==> config.mk <==
export PLATFORM = sky130hd
export DESIGN_NAME = mux_arb_nch
export DESIGN_NICKNAME = d
export VERILOG_FILES = /design/src/rtl/mux_arb_nch.sv
export SDC_FILE = /design/constraint.sdc
export NUM_CORES = 1
export LEC_CHECK = 0
export ABC_AREA = 1
export BUFFER_PORTS_ARGS = -buffer_cell sky130_fd_sc_hd__buf_2
export CORE_MARGIN = 1.5
export CORE_UTILIZATION = 40
export DETAILED_ROUTE_END_ITERATION = 8
export GPL_TIMING_DRIVEN = 0
export PLACE_DENSITY = 0.75
export SLEW_MARGIN = 20
export SYNTH_ARGS = -nofsm -noshare
export SYNTH_HDL_FRONTEND = slang
export SYNTH_SLANG_ARGS = --single-unit
==> constraint.sdc <==
create_clock -name clk -period 1.8 [get_ports clk]
set_input_delay 0.45 -clock clk [delete_from_list [all_inputs] [get_ports clk]]
set_output_delay 0.45 -clock clk [all_outputs]
set_load 0.1 [all_outputs]
==> src/rtl/mux_arb_nch.sv <==
// mux_arb_nch: N-channel registered multiplexer with valid/ready handshake.
// One requesting channel is chosen per cycle, either by a forced select or by
// the built-in arbiter, and captured into a one-entry output register.
// Build option: define MUX_RR_ARB_EN for round-robin arbitration; otherwise the
// arbiter is fixed priority (lowest index wins) and no pointer is built.
module mux_arb_nch #(
    parameter  int WIDTH = 4,
    parameter  int NCH   = 4,
    localparam int SELW  = $clog2(NCH)
) (
    input  logic                 clk,
    input  logic                 rst_n,
    input  logic [NCH*WIDTH-1:0] in_data,
    input  logic [NCH-1:0]       in_valid,
    output logic [NCH-1:0]       in_ready,
    input  logic                 force_en,
    input  logic [SELW-1:0]      force_sel,
    output logic [WIDTH-1:0]     out_data,
    output logic [SELW-1:0]      out_sel,
    output logic                 out_valid,
    input  logic                 out_ready
);

    logic             force_vld;
    logic             arb_vld;
    logic [SELW-1:0]  arb_idx;
    logic             grant_vld;
    logic [SELW-1:0]  grant_idx;
    logic             can_load;
    logic             xfer;
    logic [WIDTH-1:0] sel_data;

    // Forced path: grant only if force_sel names an existing, valid channel.
    // Comparing against each index keeps out-of-range selects (>= NCH) inert.
    always_comb begin
        // NOTE: every combinational output gets a default first so no path
        // through the block leaves it unassigned (which would infer a latch).
        force_vld = 1'b0;
        for (int i = 0; i < NCH; i++) begin
            if (force_sel == SELW'(i) && in_valid[i]) begin
                force_vld = 1'b1;
            end
        end
    end

`ifdef MUX_RR_ARB_EN
    logic [SELW-1:0] ptr;

    // Round-robin search: start at ptr, ascend, wrap at NCH; first valid wins.
    // Scanning offsets from high to low lets the smallest offset overwrite.
    always_comb begin
        arb_vld = 1'b0;
        arb_idx = '0;
        for (int k = NCH - 1; k >= 0; k--) begin
            int idx;
            idx = int'(ptr) + k;
            if (idx >= NCH) begin
                idx = idx - NCH;
            end
            if (in_valid[idx]) begin
                arb_vld = 1'b1;
                arb_idx = SELW'(idx);
            end
        end
    end

    // Pointer advances past the winner on arbitrated transfers only.
    always_ff @(posedge clk or negedge rst_n) begin
        if (!rst_n) begin
            ptr <= '0;
        end else if (xfer && !force_en) begin
            ptr <= (grant_idx == SELW'(NCH - 1)) ? '0 : grant_idx + 1'b1;
        end
    end
`else
    // Fixed priority: lowest valid index wins (scan high to low, last hit wins).
    always_comb begin
        arb_vld = 1'b0;
        arb_idx = '0;
        for (int i = NCH - 1; i >= 0; i--) begin
            if (in_valid[i]) begin
                arb_vld = 1'b1;
                arb_idx = SELW'(i);
            end
        end
    end
`endif

    // Grant selection, handshake and data mux for the chosen channel.
    always_comb begin
        grant_vld = force_en ? force_vld : arb_vld;
        grant_idx = force_en ? force_sel : arb_idx;
        can_load  = !out_valid || out_ready;
        // rst_n gates the transfer so in_ready is held low during reset.
        xfer      = grant_vld && can_load && rst_n;
        in_ready  = '0;
        sel_data  = '0;
        for (int i = 0; i < NCH; i++) begin
            if (grant_idx == SELW'(i)) begin
                in_ready[i] = xfer;
                sel_data    = in_data[i*WIDTH +: WIDTH];
            end
        end
    end

    // Output register: load on transfer, clear valid on drain, else hold.
    always_ff @(posedge clk or negedge rst_n) begin
        // NOTE: sequential state uses non-blocking assignments so every
        // register samples pre-edge values regardless of statement order.
        if (!rst_n) begin
            out_valid <= 1'b0;
            out_data  <= '0;
            out_sel   <= '0;
        end else if (xfer) begin
            out_valid <= 1'b1;
            out_data  <= sel_data;
            out_sel   <= grant_idx;
        end else if (out_ready) begin
            out_valid <= 1'b0;
        end
    end

endmodule
## Word level (Yosys, flattened, before mapping)

Index checks and enable logic that the tools add are counted.

| storage, ports and cells | value |
|---|---|
| input bits | 26 |
| register bits | 7 |
| output and inout bits | 11 |

| cells by class | value |
|---|---|
| reduce and logical (&&, ||, !) cells | 11 |
| muxes and demuxes | 24 |
| eq/ne operators | 6 |

Operators with widths:

| cell | number |
|---|---|
| 4-bit 2-to-1 mux | 4 |
| 1-bit 2-to-1 mux | 15 |
| 2-bit 2-to-1 mux | 5 |
| 2-bit equality test, second input constant | 4 |
| 1-bit logical AND | 6 |
| 2-bit by 1-bit equality test with 1-bit output, second input constant | 2 |
| 2-bit logical NOT | 2 |
| 2-bit nonzero test | 1 |
| 1-bit logical NOT | 1 |
| 1-bit logical OR | 1 |

## Logic depth before layout (Yosys ltp)

| depth | value |
|---|---|
| depth in word-level cells | 10 |
| depth in mapped cells | 10 |

## Worst setup path after synthesis

OpenSTA, ideal clock, no wires.

| timing path | value |
|---|---|
| path kind | reg-to-output |
| from | register out_valid |
| to | output in_ready[0] |
| cell stages (with the launch flop) | 8 |
| arrival | 3444 ps |
| required time | 1350 ps |
| path slack | -2094 ps |
| cells stage by stage | dfrtp_1 > nand2_1 > nand2_1 > o21bai_1 > inv_1 > nand2_4 > buf_6 > nor3_1 |

| between the ends | value |
|---|---|
| longest elaborated chain between the ends | 5 |

RTL lines:

| what | RTL line | source |
|---|---|---|
| from (decl) | 20 | `output logic out_valid,` |
| from (signal assigned) | 111 | `out_valid <= 1'b0;` |
| from (signal assigned) | 115 | `out_valid <= 1'b1;` |
| from (signal assigned) | 119 | `out_valid <= 1'b0;` |
| 1-bit logical NOT | 93 | `can_load = !out_valid \|\| out_ready;` |
| 1-bit logical OR | 93 |  |
| 1-bit logical AND (2 in series) | 95 | `xfer = grant_vld && can_load && rst_n;` |
| 1-bit 2-to-1 mux | 99 | `if (grant_idx == SELW'(i)) begin` |
| to (decl) | 15 | `output logic [NCH-1:0] in_ready,` |

No other way between the ends.

## Worst setup path in the final report

| timing path | value |
|---|---|
| from | register out_valid |
| to | output in_ready[3] |

Same word-level chain as after synthesis.

==> metrics <==
status finished, violations left; failing checks negative setup slack; CTS clk-pin slew, worst paths approximately 0.050 ns; CP required between 1 and 1.5 ns; Leakage Power 0.514 nW; Crit Path Max Fanout 4; Initial Util 42.7%; RePlAce Congestion 0.697; setup TNS -0.856 ns; final period demand of the worst path between 2 and 2.5 ns; Crit. End Element output port; Die Wd ~40 um; Syn Area/Cell about 6.4 um2; Mapped Cells just under 90; Placed Cells around 140; HP Class input port to async pin; DR vias ~690; synth-to-layout area growth 68.2%; TritonCTS clock tree yes; power density cells approximately 900 nW/um2; diode count 0; Die Area 1620 um2; PortBufs 36; commonest non-fill, non-tap cell in the layout nand2_1; Post-DP HPWL approximately 1200 um; crit path DAT around 1.6 ns; pin count of the biggest net entering global routing 11; later-pin clock latency in the skew report approximately 0.25 ns; FILL cells 129; Final Hold Viols 0; fmax about 0.49 GHz; max cap viols 0; total CTS buffers 3; Initial DRC Count 13; period utilization 114%; vias in the first global route slightly above 600; IR Drop Worst-Case VDD 644 uV; mapped cell area between 500 and 600 um2; Place WS -0.471 ns; Distinct cells, synth 17; Slew Limit Fails 0; Max H-tree Level 1; initial antenna violation count 0; synth warn 0; ANT nets after route 0; post-detailed-route wirelength per cell around 10 um; Root Buffer clkbuf_4; Final Skew approximately 0.0046 ns; Worst Setup Path Type flop to output port; Finish-stage setup viols 4; RSZ-0062 raised after global routing yes; NumNets Final ~160; Finished Layout Cells 146; setup ws final -0.250 ns; All-Layer GR Usage between 20% and 30%; maximum root-to-sink buffer count 2; IO Pins 37; sequential cell area 179 um2; share of cells above drive strength 1 approximately 46%; slew at the pin with the worst max-slew slack about 0.5 ns; first-pass detailed-route iteration total 4; first-pass GRT wire length approximately 2400 um; Startpoint Class flop; multi-input logic area 383 um2; Core ar. 1300 um2; most frequent cells in the layout nand2_1, buf_2, nand3_1, nor2_1; DIE HEIGHT 40.3 um; drt total wl approximately 1500 um; vias per std cell ~4.7; register area share after synthesis roughly a third; synthesized flop and latch total 7; slew margin rel. roughly two thirds; grt total ovfl 0; synthesized net count ~110; drt drc 0; clk sinks 7; Core Rows 13
registers in the layout, summed over array words and instances, names as in the netlist:
name	count
out_data	4
out_sel	2
out_valid	1
cells in the mapped netlist:
cell | count | area, um2
nand2_1 | 35 | 131
nor2_1 | 9 | 33.8
nand3_1 | 8 | 40.0
dfrtp_1 | 7 | 175
inv_1 | 6 | 22.5
nor3_1 | 3 | 15.0
o21ai_0 | 3 | 15.0
o21ai_1 | 3 | 15.0
buf_6 | 2 | 22.5
nand2_4 | 2 | 22.5
nand3_2 | 2 | 20.0
nor2_2 | 2 | 12.5
a21boi_1 | 1 | 7.51
a21oi_1 | 1 | 5.00
inv_2 | 1 | 3.75
nand2_2 | 1 | 6.26
o21bai_1 | 1 | 7.51
stage by stage:
stage,util (%),area (um2),total power [mW],hold WS [ns]
2_1_floorplan,-,607,0.592,0.154
3_3_place_gp,61.9,806,0.679,0.295
3_5_place_dp,61.9,806,0.683,0.298
4_1_cts,71.4,930,0.860,0.0259
5_1_grt,71.8,935,0.906,0.0310
6_report,71.8,935,0.856,0.0260
layer usage:
layer	share of wire, %	global-route usage, %
met1	42	24.0
met2	53	41.9
met3	5.5	8.33
met4	0	0
met5	0	0
worst paths after layout:
kind                            slack [ns]  cells past startpoint                    start                      end
max in group asynchronous             1.59                      1                    rst_n    out_valid$_DFFE_PN0P_
worst max-delay path                 -0.25                      8    out_valid$_DFFE_PN0P_              in_ready[3]
min in group clk                      0.48                      2  out_data[0]$_DFFE_PN0P_  out_data[0]$_DFFE_PN0P_
worst max register to register        0.18                     11    out_valid$_DFFE_PN0P_  out_data[3]$_DFFE_PN0P_
worst min register to register        0.48                      2  out_data[0]$_DFFE_PN0P_  out_data[0]$_DFFE_PN0P_
worst min-delay path                  0.03                      1                    rst_n  out_data[1]$_DFFE_PN0P_
critical path, cell delays in order, from the launching register on:
cell and delay (ns):
dfrtp_4 0.47, nand2_2 0.07, nand2_1 0.05, o21bai_1 0.15
inv_1 0.09, nand2_4 0.10, buf_12 0.14, nor2_4 0.09
buf_12 0.18
final cells by class:
cell class	instances	area share, %
buffer	1	1.20
clock buffer	4	2.81
inverter	7	2.81
multi-input combinational	71	41.0
sequential	7	19.1
tap	15	2.01
timing repair buffer	41	31.1
repair_timing:
item	CTS	global route
resized for setup	17	1
hold endpoints to repair	0	0
hold buffers	0	0
setup buffers	5	0
setup endpoints to repair	4	4
pin swaps	3	2
power by group:
part / leakage, nW / internal, mW / total, mW / switching [mW]
sequential: 0.0863 / 0.191 / 0.207 / 0.0162
clock: 0.0150 / 0.0847 / 0.143 / 0.0588
combinational: 0.412 / 0.119 / 0.505 / 0.386
total: 0.514 / 0.395 / 0.856 / 0.461
logic make-up (layout without fill, tap and decap cells):
kind of cell	count (synthesis)	count (layout)	synth area share, %
buffers and inverters	9	53	8.78
AOI/OAI and AO/OA	9	9	9.01
and+or+nand+nor	62	62	50.7
DFF	7	7	31.5
(Power assumes the default switching activity.)
